File: src/rtl/stream_serializer.sv
// stream_serializer: accepts one DATA_WIDTH word and emits it as RATIO
// beats of OUT_WIDTH bits, least-significant slice first, with a
// valid/ready handshake on both sides and zero-bubble back-to-back words.
module stream_serializer #(
    parameter int DATA_WIDTH = 32,
    parameter int OUT_WIDTH  = 8
) (
    input  logic                  clk,
    input  logic                  rst_n,
    input  logic                  in_valid,
    output logic                  in_ready,
    input  logic [DATA_WIDTH-1:0] in_data,
    output logic                  out_valid,
    input  logic                  out_ready,
    output logic [OUT_WIDTH-1:0]  out_data,
    output logic                  out_last
);

    localparam int RATIO = DATA_WIDTH / OUT_WIDTH;
    localparam int IDX_W = (RATIO > 1) ? $clog2(RATIO) : 1;
    localparam logic [IDX_W-1:0] LAST_IDX = IDX_W'(RATIO - 1);

    localparam logic [0:0] S_IDLE = 1'b0;
    localparam logic [0:0] S_SEND = 1'b1;

    logic [0:0]            state_q, state_d;
    logic [IDX_W-1:0]      beat_idx_q, beat_idx_d;
    logic [DATA_WIDTH-1:0] word_q, word_d;
    logic                  on_last;
    logic                  in_hs;
    logic                  out_hs;

    // Handshake decode; in_ready is forced low while reset is asserted so
    // nothing can be accepted until the first edge after release.
    always_comb begin
        on_last   = (state_q == S_SEND) && (beat_idx_q == LAST_IDX);
        out_valid = (state_q == S_SEND);
        out_last  = on_last;
        in_ready  = rst_n && ((state_q == S_IDLE) || (on_last && out_ready));
        in_hs     = in_valid && in_ready;
        out_hs    = out_valid && out_ready;
    end

    // Beat select: constant-index mux over the captured word.
    always_comb begin
        out_data = '0;
        for (int i = 0; i < RATIO; i++) begin
            if (beat_idx_q == IDX_W'(i)) begin
                out_data = word_q[i*OUT_WIDTH +: OUT_WIDTH];
            end
        end
    end

    // Next-state: capture in IDLE, step through beats in SEND, and on the
    // last beat either reload a new word (no bubble) or fall back to IDLE.
    always_comb begin
        state_d    = state_q;
        beat_idx_d = beat_idx_q;
        word_d     = word_q;
        case (state_q)
            S_IDLE: begin
                if (in_hs) begin
                    state_d    = S_SEND;
                    beat_idx_d = '0;
                    word_d     = in_data;
                end
            end
            default: begin
                if (out_hs) begin
                    if (beat_idx_q != LAST_IDX) begin
                        beat_idx_d = beat_idx_q + 1'b1;
                    end else if (in_hs) begin
                        beat_idx_d = '0;
                        word_d     = in_data;
                    end else begin
                        state_d    = S_IDLE;
                        beat_idx_d = '0;
                    end
                end
            end
        endcase
    end

    // State, beat counter and captured word; reset clears everything so
    // out_data reads zero and any partial word is discarded.
    always_ff @(posedge clk or negedge rst_n) begin
        if (!rst_n) begin
            state_q    <= S_IDLE;
            beat_idx_q <= '0;
            word_q     <= '0;
        end else begin
            state_q    <= state_d;
            beat_idx_q <= beat_idx_d;
            word_q     <= word_d;
        end
    end

endmodule

File: config.mk
export PLATFORM = sky130hd
export DESIGN_NAME = stream_serializer
export DESIGN_NICKNAME = d
export VERILOG_FILES = /design/src/rtl/stream_serializer.sv
export SDC_FILE = /design/constraint.sdc
export NUM_CORES = 1
export LEC_CHECK = 0
export ABC_AREA = 1
export CAP_MARGIN = 15
export CORE_ASPECT_RATIO = 0.9
export CORE_MARGIN = 8
export CORE_UTILIZATION = 46
export CTS_BUF_LIST = sky130_fd_sc_hd__clkbuf_4
export CTS_CLUSTER_SIZE = 8
export DETAILED_ROUTE_END_ITERATION = 10
export PLACE_DENSITY = 0.78
export RECOVER_POWER = 100
export SLEW_MARGIN = 20
export SYNTH_ARGS = -nofsm -noshare
export SYNTH_HDL_FRONTEND = slang
export SYNTH_SLANG_ARGS = --single-unit
File: constraint.sdc
create_clock -name clk -period 1.6 [get_ports clk]
set_clock_uncertainty 0.2 [all_clocks]
set_input_delay 0.32 -clock clk [delete_from_list [all_inputs] [get_ports clk]]
set_output_delay 0.32 -clock clk [all_outputs]
set_load 0.05 [all_outputs]
== After elaboration in Yosys (flattened, before gate mapping) ==
Index checks and enable logic that the tools add are counted.
Operators by class
  divide/modulo/power cells: 0
  eq/ne operators: 6
  reductions and logical operators: 10
  multipliers: 0
  mux-type cells: 16
  shifts and indexed selects: 0
  add/subtract/negate cells: 1
  order comparisons: 0
  bitwise logic cells: 1
Operators with widths (number)
  32-bit 2-to-1 mux: 4
  8-bit 2-to-1 mux: 4
  2-bit 2-to-1 mux: 4
  1-bit logical AND: 5
  2-bit equality test, second input constant: 2
  1-bit 2-to-1 mux: 4
  2-bit != test, second input constant: 2
  2-bit AND reduction: 2
  2-bit by 1-bit adder with 2-bit output, second input constant: 1
  2-bit by 1-bit equality test with 1-bit output, second input constant: 1
  2-bit logical NOT: 1
  2-bit by 1-bit != test with 1-bit output, second input constant: 1
  2-bit nonzero test: 1
  1-bit logical OR: 1
  1-bit inverter: 1
Word-level totals
  word-level logic and storage cells: 37
  memories kept: 0
  bits in latches: 0
  bits in writable memories: 0
  flip-flop bits (word level): 35
  output and inout bits: 11
  bits in read-only memories: 0

== Depth between registers and ports, before layout ==
  word-level depth: 10
  gate-level depth with buffers: 8

== Worst setup path before layout ==
Ideal clock, no wire load.
  kind: flip-flop to output port
  start point: register beat_idx_q[0]
  end point: output out_data[5]
  cell stages (with the launch flop): 9
  setup slack: -353 ps
  arrival time: 1433 ps
  required time: 1080 ps
  cell sequence: dfrtp_1 > inv_1 > ha_1 > buf_2 > buf_2 > a21oi_1 > nand2_1 > nand3_1 > nand2_1
On the way
  word-level cells in the longest chain between the ends: 5
  elaborated cells between the ends (all ways): 8
  those cells by class: eq/ne: 3; mux: 4; reduce/logical: 1
Ends and longest elaborated chain
  start, declared: line 27  | logic [IDX_W-1:0] beat_idx_q, beat_idx_d;
  start signal, assigned: line 93  | beat_idx_q <= beat_idx_d;
  2-bit logical NOT: line 48  | if (beat_idx_q == IDX_W'(i)) begin
  8-bit 2-to-1 mux (3 in a row): line 48
  8-bit 2-to-1 mux *: line 48
  end, declared: line 15  | output logic [OUT_WIDTH-1:0] out_data,
Mark *: on every way between the ends. The rest lies on a longest branch, timed or not.

== Worst setup path in the final report ==
  start point: register beat_idx_q[1]
  end point: output out_data[5]
Same word-level chain as after synthesis.

==> impl_metrics.py <==
metrics = {
    "status": {
        "outcome": "finished, violations left",
        "violations": "setup timing",
    },
    "critical_path": {
        "cp-end-kind": "primary output",
        "crit_path_top_delay_cell": "dfrtp_1",
        "cp-start-kind": "flip-flop",
        "cp_data_arrival_time_ns": 1.84,
        "r2r_start": "beat_idx_q[1]",
        "worstPathCellList": "inv_2, ha_4, buf_6, a21oi_2, nand2_1, nand3_2, nand2_4, buf_12",
        "crit_required_ns": 1.08,
        "max_stage_delay_ns": 0.44,
        "path_class": "flip-flop to primary output",
        "critPathMaxFanout": 6,
        "reg2reg_depth": 10,
        "worst_r2r_endpoint": "word_q[14]",
        "reg2reg_slack_ns": -0.37,
    },
    "power": {
        "power_density_mw_per_mm2": 2167,
        "irDropWorstVdd_v": 0.001025,
        "p_leak_nw": 1.567,
    },
    "sta": {
        "fin_ws_ns": -0.7560,
        "final-hold-violation-count": 0,
        "timing.final.crit_share": 1.473,
        "setup_viol": 45,
        "relSlewSlack": 0.6858,
        "clock.fmax_mhz": 424.4,
        "rsz0062_at_grt": "yes",
        "worstMarginPinSlew_ns": 0.4713,
        "maxSlewViolCount": 0,
        "period_needed_ns": 2.356,
    },
    "floorplan": {
        "die_h_um": 77.22,
        "io_pins": 47,
        "rows": 22,
        "die_w_um": 84.02,
        "coreArea_sq_mm": 0.004046,
        "die_area_sq_mm": 0.006488,
        "initial_utilization": 0.4734,
    },
    "cts": {
        "cts-root-buf": "clkbuf_4",
        "cts_tree": "built",
        "numCtsBuffers": 5,
        "clock_path_buffers": 2,
        "cts.sinks": 35,
        "clk_pin_slew_worst_paths_ns": 0.11,
        "cts-htree-levels": 2,
        "clock_latency_ns": 0.34,
    },
    "global_route": {
        "grtUsageTotal": 0.1779,
        "antenna_found_initial": 0,
        "grt_max_degree": 31,
        "grt_pass1_wl_um": 9335,
        "overflow": 0,
        "first_global_vias": 1880,
    },
    "cells_and_area": {
        "multi_input_area_sq_um": 991.0,
        "seqCellArea_sq_um": 878.3,
        "fillers": 231,
        "area_growth_pct": 68.13,
        "diodes": 0,
        "final_core_util": 0.7959,
        "nets": 349,
        "drive_gt1_frac": 0.4194,
    },
    "yosys": {
        "ys_warn_count": 0,
        "syn_avg_cell_area_sq_um": 8.293,
        "synth_seq_area_share": 0.4572,
        "synth_area_sq_mm": 0.001916,
        "syn_inst": 231,
        "yosys.area.top_type_share": 0.4572,
        "synthesis.nets": 271,
        "synth_area_leader_cell": "dfrtp_1",
        "synth_cell_types": 15,
        "synth_area_leaders": "dfrtp_1 (46%), o21ai_2 (14%), nand2_1 (13%)",
        "synth_seq_cells": 35,
    },
    "drt": {
        "viasPerCell": 5.221,
        "firstDrtPassIters": 4,
        "drc": 0,
        "drtIter0Drc": 129,
        "vias": 1869,
        "wire_per_inst_um": 18.45,
        "antenna_left": 0,
        "wirelength_um": 6605,
    },
    "worst_hold_path": {
        "hold_path.startpoint": "word_q[31]",
        "hold_path_class": "flip-flop to flip-flop",
        "min_path_cells": 2,
        "hold_end": "word_q[31]",
    },
    "flow_run": {
        "drv_cap": 0,
    },
    "placed_design": {
        "io_buffers": 46,
        "hpwl_um": 3400,
        "dp_slack_ns": -0.2972,
        "gp_congestion": 0.8345,
    },
}
-- flip-flops by register name, summed over array words and instances (netlist names) --
| register | count |
|---|---|
| beat_idx_q | 2 |
| out_valid | 1 |
| word_q | 32 |
-- routing by layer --
layer	part of all wire	vias to the layer above	global-route usage
met3	0.063	13	0.04963
met4	0.024	0	0.06379
met5	0	-	0
li1	-	867	-
met2	0.50	74	0.2961
met1	0.41	915	0.2127
-- metrics by stage --
step / area, sq um / TNS [ns] / hold WS, ns / cells / total power [mW]
after CTS: 3119 / -15.70 / 0.2932 / 352 / 6.617
after global placement: 2734 / -7.847 / 0.1277 / 326 / 5.537
after global routing: 3221 / -21.74 / 0.3160 / 358 / 7.284
after detailed placement: 2734 / -9.867 / 0.1298 / 326 / 5.613
after floorplan: 2079 / -0.8111 / -0.1756 / 231 / 4.081
final: 3221 / -18.44 / 0.2951 / 358 / 6.979
-- placed cells by master (no fill, tap or decap), types with 3 or more instances in the layout --
cell,instances
clkbuf_4,6
a21oi_1,6
buf_4,13
inv_1,40
nand2_1,51
buf_6,8
clkdlybuf4s50_1,34
nand2_4,8
ha_4,4
nand3_2,10
buf_12,17
nand2_2,13
nand3_1,7
o21ai_1,3
a21oi_2,3
dfrtp_1,33
clkinvlp_4,3
o21ai_2,30
buf_16,4
-- cell families (layout without fill, tap and decap cells) --
family,Yosys count,after routing,share of synthesized area
simple gates,91,92,0.2051
buf+inv,58,136,0.1404
compound gates,43,43,0.1711
flops,35,35,0.4572
fa+ha+maj,4,4,0.02613
-- cells in the mapped netlist --
cell / count
o21ai_1: 3
nand2_2: 8
nand3_1: 17
nand3_2: 1
clkbuf_1: 1
nand2_1: 64
ha_1: 4
buf_2: 5
dfrtp_1: 35
nand3b_1: 1
inv_2: 2
inv_1: 44
o21ai_2: 30
a21oi_1: 10
buf_6: 6
-- cell type report --
| type | count | area share |
|---|---|---|
| clock buffer | 6 | 0.01399 |
| clock inverter | 2 | 0.002331 |
| inverter | 46 | 0.05750 |
| multi-input combinational | 139 | 0.3077 |
| sequential | 35 | 0.2727 |
| tap | 48 | 0.01865 |
| timing repair buffer | 81 | 0.3248 |
| timing repair inverter | 1 | 0.002331 |
-- worst max-delay path, delay by kind of cell (launching register included) --
| kind | cells | cell delay [ns] |
|---|---|---|
| flops | 1 | 0.44 |
| buf+inv | 3 | 0.39 |
| fa+ha+maj | 1 | 0.22 |
| simple gates | 3 | 0.28 |
| compound gates | 1 | 0.16 |
-- worst max path at each step --
| stage | startpoint | end | cells past startpoint |
|---|---|---|---|
| after floorplan | beat_idx_q[1] | out_data[5] | 8 |
| after global placement | out_ready | word_q[16] | 7 |
| after detailed placement | out_ready | word_q[14] | 7 |
| after CTS | beat_idx_q[0] | out_data[5] | 8 |
| after global routing | beat_idx_q[1] | out_data[5] | 8 |
| final | beat_idx_q[1] | out_data[5] | 8 |
-- timing repair --
action                                  4_1_cts  5_1_grt
gates resized for setup                      25        7
endpoints found under the setup margin       43       43
pin swaps                                    14        5
setup buffers                                12        3
hold buffers                                  1        0
hold endpoints to repair                     35        0
cloned                                        5        3
-- power by group --
group	internal (mW)	switching (mW)
Sequential	1.30	0.348
Combinational	2.24	2.62
Clock	0.180	0.286
Note: power is estimated with default switching activity, not from simulation.
